`src/rtl/io_key_capture.sv`:
```
// Memory-mapped pushbutton/switch input block: synchronise, debounce, sticky press capture with W1C.
// Optional feature macro KEY_IRQ_EN adds a key mask register at 0x180 and a registered irq output.
module io_key_capture #(
    parameter int DEBOUNCE_CYCLES = 4,
    parameter int NKEYS           = 4,
    parameter int NSW             = 10
) (
    input  logic             clk,
    input  logic             reset,
    input  logic [NKEYS-1:0] key_n,
    input  logic [NSW-1:0]   sw,
    input  logic [31:0]      addr,
    input  logic             memwrite,
    input  logic [31:0]      writedata,
    output logic [31:0]      readdata
`ifdef KEY_IRQ_EN
    ,
    output logic             irq
`endif
);
    localparam int CW = $clog2(DEBOUNCE_CYCLES + 1);
    localparam logic [CW-1:0] CNT_LAST = CW'(DEBOUNCE_CYCLES - 1);

    logic [NKEYS-1:0]          ksync1_q, ksync_q;
    logic [NSW-1:0]            swsync1_q, sw_sync_q;
    logic [NKEYS-1:0]          key_db_q, key_db_d;
    logic [NKEYS-1:0][CW-1:0]  cnt_q, cnt_d;
    logic [NKEYS-1:0]          cap_q, cap_d;
    logic [NKEYS-1:0]          press;
    logic [NKEYS-1:0]          clr_mask;
    logic                      io_sel;

    assign io_sel = addr[8];

    // Each key only flips once it has disagreed with its debounced value for DEBOUNCE_CYCLES edges in a row.
    generate
        for (genvar gi = 0; gi < NKEYS; gi++) begin : g_debounce
            logic differ_w;
            logic at_last_w;
            assign differ_w     = ksync_q[gi] != key_db_q[gi];
            assign at_last_w    = cnt_q[gi] == CNT_LAST;
            assign key_db_d[gi] = (differ_w && at_last_w) ? ksync_q[gi] : key_db_q[gi];
            assign cnt_d[gi]    = (!differ_w || at_last_w) ? '0 : cnt_q[gi] + CW'(1);
        end
    endgenerate

    // A press sets its cap bit even when the same bit is being cleared this cycle.
    assign press    = key_db_q & ~key_db_d;
    assign clr_mask = (memwrite && io_sel && addr[6]) ? writedata[NKEYS-1:0] : '0;
    assign cap_d    = (cap_q & ~clr_mask) | press;

    always_ff @(posedge clk) begin
        if (reset) begin
            ksync1_q  <= '1;
            ksync_q   <= '1;
            swsync1_q <= '0;
            sw_sync_q <= '0;
            key_db_q  <= '1;
            cnt_q     <= '0;
            cap_q     <= '0;
        end else begin
            ksync1_q  <= key_n;
            ksync_q   <= ksync1_q;
            swsync1_q <= sw;
            sw_sync_q <= swsync1_q;
            key_db_q  <= key_db_d;
            cnt_q     <= cnt_d;
            cap_q     <= cap_d;
        end
    end

`ifdef KEY_IRQ_EN
    logic [NKEYS-1:0] mask_q, mask_d;
    logic             irq_q, irq_d;

    assign mask_d = (memwrite && io_sel && addr[7]) ? writedata[NKEYS-1:0] : mask_q;
    assign irq_d  = |(cap_q & mask_q);

    always_ff @(posedge clk) begin
        if (reset) begin
            mask_q <= '0;
            irq_q  <= 1'b0;
        end else begin
            mask_q <= mask_d;
            irq_q  <= irq_d;
        end
    end

    assign irq = irq_q;
`endif

    always_comb begin
        readdata = '0;
        if (io_sel) begin
            if (addr[4]) begin
                readdata = 32'(key_db_q);
            end else if (addr[5]) begin
                readdata = 32'(sw_sync_q);
            end else if (addr[6]) begin
                readdata = 32'(cap_q);
`ifdef KEY_IRQ_EN
            end else if (addr[7]) begin
                readdata = 32'(mask_q);
`endif
            end
        end
    end

`ifdef KEY_IRQ_EN
    logic unused_bits;
    assign unused_bits = ^{addr[31:9], addr[3:0], writedata[31:NKEYS]};
`else
    logic unused_bits;
    assign unused_bits = ^{addr[31:9], addr[7], addr[3:0], writedata[31:NKEYS]};
`endif
endmodule
```
`config.mk`:
```
export PLATFORM = sky130hd
export DESIGN_NAME = io_key_capture
export DESIGN_NICKNAME = d
export VERILOG_FILES = /design/src/rtl/io_key_capture.sv
export SDC_FILE = /design/constraint.sdc
export NUM_CORES = 1
export LEC_CHECK = 0
export CORE_ASPECT_RATIO = 1.25
export CORE_MARGIN = 2
export CORE_UTILIZATION = 37
export DETAILED_ROUTE_END_ITERATION = 8
export PLACE_DENSITY = 0.75
export SETUP_SLACK_MARGIN = 0.02
export SLEW_MARGIN = 25
export SYNTH_ARGS = -nofsm -noshare
export SYNTH_HDL_FRONTEND = slang
export SYNTH_SLANG_ARGS = --single-unit
```
`constraint.sdc`:
```
create_clock -name clk -period 1.3 [get_ports clk]
set_input_delay 0.13 -clock clk [delete_from_list [all_inputs] [get_ports clk]]
set_output_delay 0.13 -clock clk [all_outputs]
set_load 0.03 [all_outputs]
```
After elaboration in Yosys (flattened, before gate mapping)
Cells that the tools add are included.

Register bits: 48. RAM bits: 0. Memories: 0. Word-level logic and storage cells: 54. Bits in latches: 0. ROM bits: 0. Output and inout port bits: 32.

Multipliers: 0. Reductions and logical operators: 18. Shift operators: 0. Bitwise gates (word level): 5. Equality and inequality tests: 8. Divide/modulo/power cells: 0. Mux-type cells: 9. Add/sub/neg operators: 4. Magnitude comparators: 0.

Operators with widths (count): $mux W10 (3); $add A3 B1 Y3 const B (4); $eq A3 B2 Y1 const B (4); $and A4 B4 Y4 (2); $mux W4 (2); $not A4 Y4 (2); $reduce_or A2 Y1 (4); $logic_and A1 B1 Y1 (6); $logic_not A1 Y1 (4); $logic_or A1 B1 Y1 (4); $mux W1 (4); $ne A1 B1 Y1 (4); $or A4 B4 Y4 (1).

Logic depth before layout (Yosys ltp)
Gate-level depths: netlist of the first run.

Word-level depth: 6. Gate-level depth with buffers: 4. Mapped depth without buffers: 4.

Least setup slack after synthesis of the first run
No wires, ideal clock.

Path type: register to output. From: register key_db_q[3]. To: output readdata[3]. Arrival: 1227 ps. Required time: 1170 ps. Stages on the path, launching flop included: 3. Buffers on the path: 0. Slack: -57 ps. Path through: dfxtp_1 -> inv_1 -> a221oi_1.

Word-level cells in the longest chain between the ends: 2.

Ends and longest elaborated chain: from (decl) (line 26) `logic [NKEYS-1:0] key_db_q, key_db_d;`; from (signal assigned) (line 66) `key_db_q <= key_db_d;`; $mux W10 (line 95) `if (addr[4]) begin`; $mux W10 (line 94) `if (io_sel) begin`; to (decl) (line 15) `output logic [31:0] readdata`.

No other way between the ends.

Final worst setup path of the first run
From: register cap_q[1]. To: output readdata[1].

Word-level cells in the longest chain between the ends: 4.

Ends and longest elaborated chain: from (decl) (line 28) `logic [NKEYS-1:0] cap_q, cap_d;`; from (signal assigned) (line 68) `cap_q <= cap_d;`; $mux W4 (line 99) `end else if (addr[6]) begin`; $mux W10 (line 97) `end else if (addr[5]) begin`; $mux W10 (line 95); $mux W10 (line 94).

No other way between the ends.

==> impl_results.md, run 1 <==
- Result of the run: finished, violations left
- Failing checks: setup timing
- Utilization after layout: 48.9%
- Most common cell after layout, fill and taps aside: sky130_fd_sc_hd__dfxtp_1
- Global routing usage on met2: between 10% and 20%
- Endpoint kind of the worst setup timing path: primary output
- Global routing's busiest layer: met2
- Area of the die: 0.00582 sq mm
- Wire length per cell: 10.8 um
- Number of enable-type register cells in the synthesized netlist: 0
- Yosys reg bits: 48
- DIE WIDTH: between 60 and 70 um
- H-tree levels: 2
- Clock buffer count from CTS: 5
- Pre-CTS setup slack: -0.224 ns
- Proportion of layout cells with a drive suffix above 1: 25.3%
- Worst Reg2Reg Path Length in Cells: 4
- Number of iterations in the first detailed-routing pass: 3
- PortBufs: 34
- Top cell type by total area after synthesis: sky130_fd_sc_hd__dfxtp_1
- Antenna violations before repair: 0
- Largest vdd supply drop: 652 uV
- Max capacitance violation total: 0
- Count of pins over their slew limit: 0
- Initial standard-cell utilization of the core: 38.3%
- Height of the die: 84.8 um
- Root buffer cell: sky130_fd_sc_hd__clkbuf_8
- Aggregate global routing overflow: 0
- Largest net degree at the start of global routing: 17
- Remaining DRCs: 0
- Met1 usage in global routing: roughly 13%
- Dominant synthesized flop cell: sky130_fd_sc_hd__dfxtp_1
- Final number of hold-violating endpoints: 0
- Largest stage delay, worst path: 0.34 ns
- List of cells traversed by the critical path: nand3b_1, a221oi_2, buf_4
- First DRT Iteration DRCs: 31
- Largest fanout of any net on the critical path: 2
- Highest attainable clock frequency: 0.741 GHz
- Top-Level Pins: 113
- Average cell area after synthesis: 10.8 sq um
- Register Area: 972 sq um
- Core region area: 0.00504 sq mm
- Post-synthesis instance area: 0.00193 sq mm
- Antenna Cells: 0
- Final critical-path required period: 1.35 ns
- End point of the worst hold path: swsync1_q[9]$_SDFF_PP0_
- Number of standard cells after synthesis: 179
- Standby leakage power: 1.03 nW
- Worst Setup Path Type: reg2out
- Slowest cell on crit path: sky130_fd_sc_hd__dfxtp_2
- Routed wire length: 3140 um
- Power per cell area: 1090 mW/mm^2
- Remaining number of nets flagged by the antenna check after routing: 0
- Synth cell types: 22
- Number of clock sinks: 48
- Skew-Pair Late Insertion Delay: 0.30 ns
- Reg2Reg Setup Slack: about 0.09 ns
- Data arrival time of the worst path: 1.22 ns
- Post-route clock skew: 0.0106 ns
- Final TNS setup: -0.0613 ns
- Via count of the first global-routing pass: ~1,200
- Crit path setup slack, layout: -0.0493 ns
- Required time of the critical path: roughly 1.2 ns
- Wire length of the first global-routing pass: 5060 um
- Met3 track utilization from global routing: 2.95%
- Origin of the worst min-delay path: sw[9]
- Share of synthesized area occupied by flip-flops and latches: 49.7%
- Top cell type's share of synthesized area: 49.7%
- Clk pin slew, worst setup/hold paths: ~0.090 ns
- GR Util All Layers: about 11%
- Row count: 29
- Crit path launch type: register
- Area growth, synth to finish: 27.8%
- Count of final setup violators: 3
- Most used cells in the layout excluding fill and tap cells: 39 x sky130_fd_sc_hd__dfxtp_1, 22 x sky130_fd_sc_hd__conb_1, 22 x sky130_fd_sc_hd__buf_4
- Nets: 317
- Unrepaired setup endpoints after global routing: yes
- Post-detailed-route via-to-cell ratio: ~4.4
- Placer congestion estimate: ~0.70
- Count of cells along the worst hold path: 2
- Final worst path period share: 104%
- Share of flip-flops with an asynchronous set or reset after synthesis: 0%
- Capture instance of the worst register-to-register path: cap_q[2]$_SDFF_PP0_
- Fill cell total of the finished layout: 456
- Clock tree from TritonCTS: yes
- Min-delay worst type: in2reg
- Via count: 1,284
- Launch instance of the worst register-to-register path: cnt_q[6]$_SDFF_PP0_
- Synth warn: 0
- Area used by multi-input combinational logic: approximately 840 sq um
- Longest Clk Path Bufs: 2
- Dpl hpwl: 2370 um
- Synth area leaders: sky130_fd_sc_hd__dfxtp_1 50%, sky130_fd_sc_hd__buf_4 8.9%, sky130_fd_sc_hd__nor2b_1 6.5%
## routing by layer
layer	vias up	part of all wire, %
met5	-	0
met1	579	43
met2	41	49
met3	4	6.4
met4	0	1.3
li1	660	-
## cell families after synthesis
logic type	count (synthesis)	synth area share [%]
adder cells (fa/ha/maj)	8	5.18
AO/OA/AOI/OAI	16	6.22
other	1	0.194
buffers and inverters	39	13.4
AND/OR/NAND/NOR	63	23.4
XOR/XNOR	4	1.81
flip-flops	48	49.7
## how the worst max path moves through the flow
stage,from,endpoint,slack (ns),depth (start not counted)
final,cap_q[1]$_SDFF_PP0_,readdata[1],-0.05,3
after global routing,cap_q[1]$_SDFF_PP0_,readdata[1],-0.15,3
after CTS,cap_q[1]$_SDFF_PP0_,readdata[1],-0.06,3
after detailed placement,addr[5],readdata[1],-0.22,4
after global placement,addr[6],readdata[1],-0.21,4
after floorplan,cnt_q[0]$_SDFF_PP0_,cap_q[0]$_SDFF_PP0_,0.12,4
## synth_stat cells (all sizes together) (6+ instances only)
master and n:
and2 6, inv 10, nor2b 20, buf 29, dfxtp 48, nor4 8, ha 8, or2 8
## area by class of cell
type / instances / area share, %
clock buffer: 7 / 3.09
clock inverter: 1 / 0.355
inverter: 10 / 1.52
multi-input combinational: 113 / 34.1
sequential: 48 / 39.4
tap: 62 / 3.14
timing repair buffer: 50 / 18.4
## timing repair
item                                   in CTS  in global routing
gates cloned                                1                  0
endpoints found under the hold margin       0                  0
setup endpoints to repair                  10                 11
buffers inserted                            3                  2
gates resized for setup                    19                  6
hold buffers                                0                  0
pin swaps                                   2                  1
## stage by stage
| stage | std cells | hold WS [ns] | cell area (sq um) | power (W) |
|---|---|---|---|---|
| floorplan | 200 | 0.227 | 2040 | 0.00181 |
| global placement | 277 | 0.393 | 2290 | 0.00187 |
| detailed placement | 277 | 0.391 | 2290 | 0.00188 |
| CTS | 289 | 0.373 | 2430 | 0.00272 |
| global route | 291 | 0.367 | 2470 | 0.00279 |
| finish | 291 | 0.384 | 2470 | 0.00269 |
## state kept, by name (all words and copies together) (netlist names)
| register | flops |
|---|---|
| ksync_q | 4 |
| swsync1_q | 10 |
| ksync1_q | 4 |
| cnt_q | 12 |
| key_db_q | 4 |
| sw_sync_q | 10 |
| cap_q | 4 |
## power breakdown
group	switching, W	internal [W]
Clock	0.000452	0.000384
Sequential	0.0000138	0.00151
Combinational	0.000185	0.000138
## critical path: cells and delay by family (launching register included)
kind | cells | cell delay (ns)
buf+inv | 1 | 0.21
simple gates | 1 | 0.09
compound gates | 1 | 0.28
flops | 1 | 0.34
Power figures use the tool's default switching activity.
==> inputs of run 2 (changes only) <==
--- a/config.mk
+++ b/config.mk
@@ -5,10 +5,12 @@
 export SDC_FILE = /design/constraint.sdc
 export NUM_CORES = 1
 export LEC_CHECK = 0
+export ABC_CLOCK_PERIOD_IN_PS = 1300
 export CORE_ASPECT_RATIO = 1.25
 export CORE_MARGIN = 2
 export CORE_UTILIZATION = 37
 export DETAILED_ROUTE_END_ITERATION = 8
+export HOLD_SLACK_MARGIN = 0.03
 export PLACE_DENSITY = 0.75
 export SETUP_SLACK_MARGIN = 0.02
 export SLEW_MARGIN = 25
==> results of run 2 <==
No change in the layout: final DEF, timing and power equal those of run 1.
